===== src/rtl/ariane_pkg.sv =====
// Shared core types: shadow-stack FSM states and default stack depth.
// No logic here; latency and backpressure do not apply.
package ariane_pkg;

    localparam int unsigned SS_DEPTH_DEFAULT = 16;

    typedef enum logic [1:0] {
        SS_DISABLED = 2'd0,
        SS_TRACKING = 2'd1,
        SS_CRASHED  = 2'd2
    } ss_state_e;

endpackage


===== src/rtl/ss_lifo_ram.sv =====
// Shadow-stack storage, DEPTH x AW, one synchronous write port and one combinational read port.
// Write lands on the next clk edge, read is same-cycle; no backpressure.
module ss_lifo_ram #(
    parameter int unsigned DEPTH = 16,
    parameter int unsigned AW    = 32
) (
    input  logic                     clk,
    input  logic                     wr_en,
    input  logic [$clog2(DEPTH)-1:0] wr_addr,
    input  logic [AW-1:0]            wr_dat,
    input  logic [$clog2(DEPTH)-1:0] rd_addr,
    output logic [AW-1:0]            rd_dat
);

    logic [AW-1:0] mem [DEPTH];

    always_ff @(posedge clk) begin
        if (wr_en) begin
            mem[wr_addr] <= wr_dat;
        end
    end

    assign rd_dat = mem[rd_addr];

endmodule


===== src/rtl/shadow_stack_guard.sv =====
// Return-address shadow stack: push on call, pop-and-compare on return; crash/mismatch registered (1 cycle).
// No backpressure. SHADOW_STACK_WRAP_EN makes overflow overwrite the oldest entry instead of crashing.
module shadow_stack_guard
    import ariane_pkg::*;
#(
    parameter int unsigned DEPTH = SS_DEPTH_DEFAULT,
    parameter int unsigned AW    = 32
) (
    input  logic                     clk_i,
    input  logic                     rst_ni,
    input  logic                     en_i,
    input  logic                     call_valid_i,
    input  logic [AW-1:0]            call_addr_i,
    input  logic                     ret_valid_i,
    input  logic [AW-1:0]            ret_addr_i,
    input  logic                     flush_i,
    input  logic                     crash_ack_i,
    output logic                     crash_o,
    output logic                     mismatch_o,
    output logic [$clog2(DEPTH):0]   depth_o,
    output logic [7:0]               lost_o
);

    localparam int unsigned PW = $clog2(DEPTH);
    localparam int unsigned DW = PW + 1;
    localparam logic [DW-1:0] FULL = DW'(DEPTH);

    ss_state_e     state, state_next;
    logic [PW-1:0] tos, tos_next, top_idx, wr_addr;
    logic [DW-1:0] depth, depth_next;
    logic [AW-1:0] top_dat;
    logic [7:0]    lost;
    logic          mismatch, mismatch_next;
    logic          active, has_top, full, clear;
    logic          do_ret, ret_chk, ret_bad, replace, do_call;
    logic          push, overflow, wr_en;

    assign top_idx = tos - 1'b1;
    assign has_top = (depth != '0);
    assign full    = (depth == FULL);
    assign clear   = flush_i && (state != SS_CRASHED);
    assign active  = (state == SS_TRACKING) && en_i && !flush_i;

    // An underflowing return is only forgiven while overflow-discarded entries remain.
    assign do_ret  = active && ret_valid_i;
    assign ret_chk = do_ret && has_top;
    assign ret_bad = do_ret && (has_top ? (top_dat != ret_addr_i) : (lost == 8'd0));
    assign replace = ret_chk && call_valid_i;
    assign do_call = active && call_valid_i && !replace;

`ifdef SHADOW_STACK_WRAP_EN
    logic [7:0] lost_next;
    logic       lost_dec;

    assign push     = do_call;
    assign overflow = 1'b0;
    assign lost_dec = do_ret && !has_top && (lost != 8'd0);

    always_comb begin
        lost_next = lost;
        if (clear) begin
            lost_next = 8'd0;
        end else if (push && full && (lost != 8'hFF)) begin
            lost_next = lost + 8'd1;
        end else if (lost_dec) begin
            lost_next = lost - 8'd1;
        end
    end

    always_ff @(posedge clk_i or negedge rst_ni) begin
        if (!rst_ni) begin
            lost <= 8'd0;
        end else begin
            lost <= lost_next;
        end
    end
`else
    assign push     = do_call && !full;
    assign overflow = do_call && full;
    assign lost     = 8'd0;
`endif

    assign wr_en   = replace || push;
    assign wr_addr = replace ? top_idx : tos;

    always_comb begin
        tos_next   = tos;
        depth_next = depth;
        if (clear) begin
            depth_next = '0;
        end else if (ret_chk && !replace) begin
            tos_next   = top_idx;
            depth_next = depth - 1'b1;
        end else if (push) begin
            tos_next = tos + 1'b1;
            if (!full) begin
                depth_next = depth + 1'b1;
            end
        end
    end

    always_comb begin
        state_next    = state;
        mismatch_next = 1'b0;
        case (state)
            SS_DISABLED: begin
                if (en_i) begin
                    state_next = SS_TRACKING;
                end
            end
            SS_TRACKING: begin
                if (!en_i) begin
                    state_next = SS_DISABLED;
                end else if (ret_bad) begin
                    state_next    = SS_CRASHED;
                    mismatch_next = 1'b1;
                end else if (overflow) begin
                    state_next = SS_CRASHED;
                end
            end
            SS_CRASHED: begin
                if (crash_ack_i) begin
                    state_next = en_i ? SS_TRACKING : SS_DISABLED;
                end
            end
            default: state_next = SS_DISABLED;
        endcase
    end

    always_ff @(posedge clk_i or negedge rst_ni) begin
        if (!rst_ni) begin
            state    <= SS_DISABLED;
            tos      <= '0;
            depth    <= '0;
            mismatch <= 1'b0;
        end else begin
            state    <= state_next;
            tos      <= tos_next;
            depth    <= depth_next;
            mismatch <= mismatch_next;
        end
    end

    ss_lifo_ram #(
        .DEPTH (DEPTH),
        .AW    (AW)
    ) u_ram (
        .clk     (clk_i),
        .wr_en   (wr_en),
        .wr_addr (wr_addr),
        .wr_dat  (call_addr_i),
        .rd_addr (top_idx),
        .rd_dat  (top_dat)
    );

    assign crash_o    = (state == SS_CRASHED);
    assign mismatch_o = mismatch;
    assign depth_o    = depth;
    assign lost_o     = lost;

endmodule


===== config.mk =====
export PLATFORM = sky130hd
export DESIGN_NAME = shadow_stack_guard
export DESIGN_NICKNAME = d
export VERILOG_FILES = /design/src/rtl/ariane_pkg.sv /design/src/rtl/ss_lifo_ram.sv /design/src/rtl/shadow_stack_guard.sv
export SDC_FILE = /design/constraint.sdc
export NUM_CORES = 1
export LEC_CHECK = 0
export BUFFER_PORTS_ARGS = -buffer_cell sky130_fd_sc_hd__buf_2
export CAP_MARGIN = 0
export CORE_MARGIN = 4
export CORE_UTILIZATION = 65
export DETAILED_ROUTE_END_ITERATION = 6
export GPL_ROUTABILITY_DRIVEN = 1
export PLACE_DENSITY = 0.85
export SETUP_SLACK_MARGIN = 0.3
export SLEW_MARGIN = 10
export SYNTH_ARGS = -nofsm -noshare
export SYNTH_HDL_FRONTEND = slang
export SYNTH_SLANG_ARGS = --single-unit

===== constraint.sdc =====
create_clock -name clk_i -period 13.6 [get_ports clk_i]
set_input_delay 0.68 -clock clk_i [delete_from_list [all_inputs] [get_ports clk_i]]
set_output_delay 0.68 -clock clk_i [all_outputs]
set_load 0.03 [all_outputs]

==> impl_metrics.py <==
metrics = {
    "power": {
        "power.density_mw_per_mm2": 217,
        "p_total_mw": 5.17,
        "ir_drop_uv": 142,
        "total_leakage_power_nw": 7.89,
    },
    "critical_path": {
        "critical_path.endpoint": "state[1]",
        "worstPathArrival_ns": 6.18,
        "critical_path_required_ns": 14.05,
        "critPathCaptureType": "register",
        "crit_path_max_fanout": 52,
        "worst_r2r_setup_slack_ns": 7.87,
        "worstReg2RegEnd": "state[1]",
        "reg_to_reg_critical_path_startpoint": "tos[0]",
        "worstRegToRegCells": 13,
        "critPathLaunchType": "register",
        "crit_type": "register to register",
        "crit_path_start": "tos[0]",
    },
    "finish": {
        "areaGrowthSynthToFinish_pct": 12.2,
        "num-nets-final": 1286,
        "share_of_final_layout_standard_cells_stronger_than_drive_strength_1_pct": 25.4,
        "final-instance-count-excl-fill": 1683,
    },
    "yosys": {
        "synth_top_area_share_pct": 72.4,
        "synth-seq-cells": 524,
        "synth_enable_flop_cells": 512,
        "synth-async-reset-ratio_pct": 2.29,
        "syn-cell-area_mm2": 0.0212,
        "netlist_top_cells_area": "sky130_fd_sc_hd__edfxtp_1 (72%), sky130_fd_sc_hd__mux4_2 (11%), sky130_fd_sc_hd__mux2i_1 (2.1%)",
        "synthesis.instances": 1110,
        "yosys.area.top_type": "sky130_fd_sc_hd__edfxtp_1",
        "synth.avg_cell_area_um2": 19.1,
        "seq_area_frac_synth_pct": 73.8,
        "yosysWarningCount": 0,
        "synth.lib_cells_used.distinct": 63,
        "synth_top_flop_cell": "sky130_fd_sc_hd__edfxtp_1",
    },
    "cts": {
        "cts.sink_count": 524,
        "path_clk_slew_ns": 0.06,
        "ctsHoldBuffers": 1,
        "insertion_delay_ns": 0.56,
        "tritoncts.num_buffers": 50,
        "cts_tree": "yes",
        "post_cts_resize_count": 0,
        "cts_buffer_depth": 3,
        "clock_tree.root_cell": "sky130_fd_sc_hd__clkbuf_16",
        "cts_post_setup_buffers_inserted": 0,
        "htree_num_levels": 2,
    },
    "timing": {
        "max_freq_mhz": 174,
        "setup_total_negative_slack_ns": 0,
        "max_slew_margin_pct": 31.0,
        "hold_viol_final": 0,
        "slew_viol_final": 0,
        "max_slew.worst_pin.slew_ns": 1.03,
        "grt_setup_unrepaired": "false",
        "setup-violations-final": 0,
        "clock_skew_ns": 0.0222,
        "period_share_pct": 42.1,
        "period_needed_ns": 5.73,
    },
    "grt": {
        "first_pass_grt_wire_length_um": 75200,
        "grt_util_all_layers_pct": 28.6,
        "pin_count_of_the_biggest_net_entering_global_routing": 59,
        "grt_pass1_vias": 11637,
        "grt_overflow": 0,
        "antenna_found_initial": 4,
    },
    "floorplanning": {
        "rows": 65,
        "initial_core_util_pct": 66.6,
        "fp.coreArea_mm2": 0.0319,
        "die_area_mm2": 0.0356,
        "die_w_um": 189,
        "chipHeight_um": 189,
        "top_level_ports": 86,
    },
    "status": {
        "violations": "DRC",
        "result_of_the_run": "finished with violations",
    },
    "placement": {
        "hpwl_after_detailed_placement_um": 26300,
        "place.detailed.instances": 1591,
        "gpl.final_weighted_congestion": 0.836,
        "port-buffer-count": 77,
    },
    "detailed_routing": {
        "route.detailed.drc": 1,
        "ant_nets": 0,
        "vias_per_instance": 6.83,
        "wirelength_um": 50400,
        "drt_first_pass_iters": 7,
        "number_of_design_rule_violations_left_by_the_first_detailed_router_iteration": 1912,
        "num_vias": 11490,
        "wire_per_inst_um": 29.9,
    },
    "worst_hold_path": {
        "hold_class": "input port to register",
    },
    "job": {
        "timing.max_cap.violations": 0,
    },
}
-- how the worst min path moves through the flow --
| stage | start | end | cells after the start |
|---|---|---|---|
| 2_1_floorplan | rst_ni | depth_o[0] | 0 |
| 3_3_place_gp | state[0] | state[0] | 1 |
| 3_5_place_dp | state[0] | state[0] | 1 |
| 4_1_cts | en_i | state[0] | 3 |
| 5_1_grt | en_i | state[0] | 3 |
| 6_report | en_i | state[0] | 3 |
-- critical path, cell delays in order, from the launching register on --
cell                        delay [ns]
sky130_fd_sc_hd__dfrtp_4          0.63
sky130_fd_sc_hd__clkinv_1         0.20
sky130_fd_sc_hd__ha_4             0.25
sky130_fd_sc_hd__xor2_4           0.19
sky130_fd_sc_hd__buf_4            0.64
sky130_fd_sc_hd__buf_4            0.73
sky130_fd_sc_hd__mux4_2           0.60
sky130_fd_sc_hd__mux2i_1          0.29
sky130_fd_sc_hd__nor3_1           0.09
sky130_fd_sc_hd__nor4_1           0.57
sky130_fd_sc_hd__o2111ai_1        0.19
sky130_fd_sc_hd__nand4b_1         0.43
sky130_fd_sc_hd__o41a_1           0.47
sky130_fd_sc_hd__a32o_1           0.28
-- logic make-up after synthesis --
kind of cell             share of synthesized area, %
AND/OR/NAND/NOR                                  4.76
other                                          0.0177
XOR/XNOR                                         2.01
multiplexers                                     14.2
AO/OA/AOI/OAI                                    2.71
buffers and inverters                            2.06
flip-flops                                       73.8
adder cells (fa/ha/maj)                         0.389
-- where the power goes --
| group | internal [mW] | switching (mW) | leakage [nW] | total [mW] |
|---|---|---|---|---|
| Sequential | 1.83 | 0.0396 | 4.76 | 1.87 |
| Combinational | 0.814 | 1.10 | 2.34 | 1.92 |
| Clock | 0.800 | 0.582 | 0.794 | 1.38 |
| Total | 3.45 | 1.72 | 7.89 | 5.17 |
-- cells in the mapped netlist (all sizes together), types with 4 or more instances --
cell type / number
nand4: 8
xor2: 22
nor3: 8
a31oi: 14
clkbuf: 20
nor2b: 9
buf: 46
and3: 13
o21ai: 14
xnor2: 25
nor2: 26
mux2i: 44
inv: 8
mux4: 112
edfxtp: 512
dfrtp: 12
o211ai: 4
nand3: 35
nand2: 93
ha: 5
a21oi: 18
nor3b: 4
nor4: 4
o2111ai: 4
-- sequential cells by signal, indices dropped and copies added, names as in the netlist --
name and count:
u_ram.mem 512, depth_o 5, tos 4, state 2, mismatch_o 1
-- final cells by class --
class                   count  area, um2
multi-input cells         518       5310
flip-flops and latches    524      15700
diodes                      2       5.00
repair buffers            106        606
clock inverters            32        332
inverters                   9       33.8
fillers                  1727       8070
clock buffers              57       1300
well taps                 435        544
-- metal layers --
metal	vias to the layer above	routed length, um	global-route usage (%)
met5	-	11	0
met3	143	6170	6.11
li1	4672	-	-
met4	2	1650	9.11
met1	5799	17600	40.4
met2	874	24900	46.0
-- stage by stage --
step                setup WS (ns)  utilization, %  instance area [um2]  hold WS [ns]
floorplan                    8.34               -                21300         0.384
global placement             8.29            69.5                22200         0.465
detailed placement           8.18            69.5                22200         0.481
CTS                          8.07            74.7                23800         0.340
global route                 7.64            74.7                23800         0.351
finish                       7.87            74.7                23800         0.349
-- cell usage in the layout (no fill, tap or decap), types with 4 or more instances in the layout --
master / synthesis / final
sky130_fd_sc_hd__clkinv_2: 0 / 11
sky130_fd_sc_hd__clkinv_1: 1 / 7
sky130_fd_sc_hd__nor3_1: 8 / 8
sky130_fd_sc_hd__and3_1: 13 / 13
sky130_fd_sc_hd__clkinv_4: 0 / 4
sky130_fd_sc_hd__nor2_1: 26 / 14
sky130_fd_sc_hd__clkbuf_1: 20 / 6
sky130_fd_sc_hd__nand2_1: 93 / 93
sky130_fd_sc_hd__conb_1: 1 / 8
sky130_fd_sc_hd__a31oi_1: 14 / 14
sky130_fd_sc_hd__nor2_4: 0 / 12
sky130_fd_sc_hd__inv_1: 8 / 8
sky130_fd_sc_hd__mux4_1: 5 / 5
sky130_fd_sc_hd__dfrtp_1: 12 / 11
sky130_fd_sc_hd__buf_4: 15 / 28
sky130_fd_sc_hd__nand3_1: 35 / 35
sky130_fd_sc_hd__ha_1: 5 / 4
sky130_fd_sc_hd__buf_2: 18 / 77
sky130_fd_sc_hd__edfxtp_1: 512 / 512
sky130_fd_sc_hd__nor4_1: 4 / 4
sky130_fd_sc_hd__nand4_1: 8 / 8
sky130_fd_sc_hd__xor2_1: 21 / 21
sky130_fd_sc_hd__mux4_2: 107 / 107
sky130_fd_sc_hd__o2111ai_1: 4 / 4
sky130_fd_sc_hd__nor3b_1: 4 / 4
sky130_fd_sc_hd__nor2b_4: 0 / 4
sky130_fd_sc_hd__a21oi_1: 18 / 18
sky130_fd_sc_hd__o21ai_0: 14 / 14
sky130_fd_sc_hd__clkinvlp_4: 0 / 4
sky130_fd_sc_hd__mux2i_1: 44 / 44
sky130_fd_sc_hd__xnor2_1: 24 / 22
sky130_fd_sc_hd__bufinv_16: 0 / 6
sky130_fd_sc_hd__nor2b_1: 9 / 5
sky130_fd_sc_hd__clkbuf_16: 0 / 51
No activity file was read; power rests on OpenSTA's default activity.
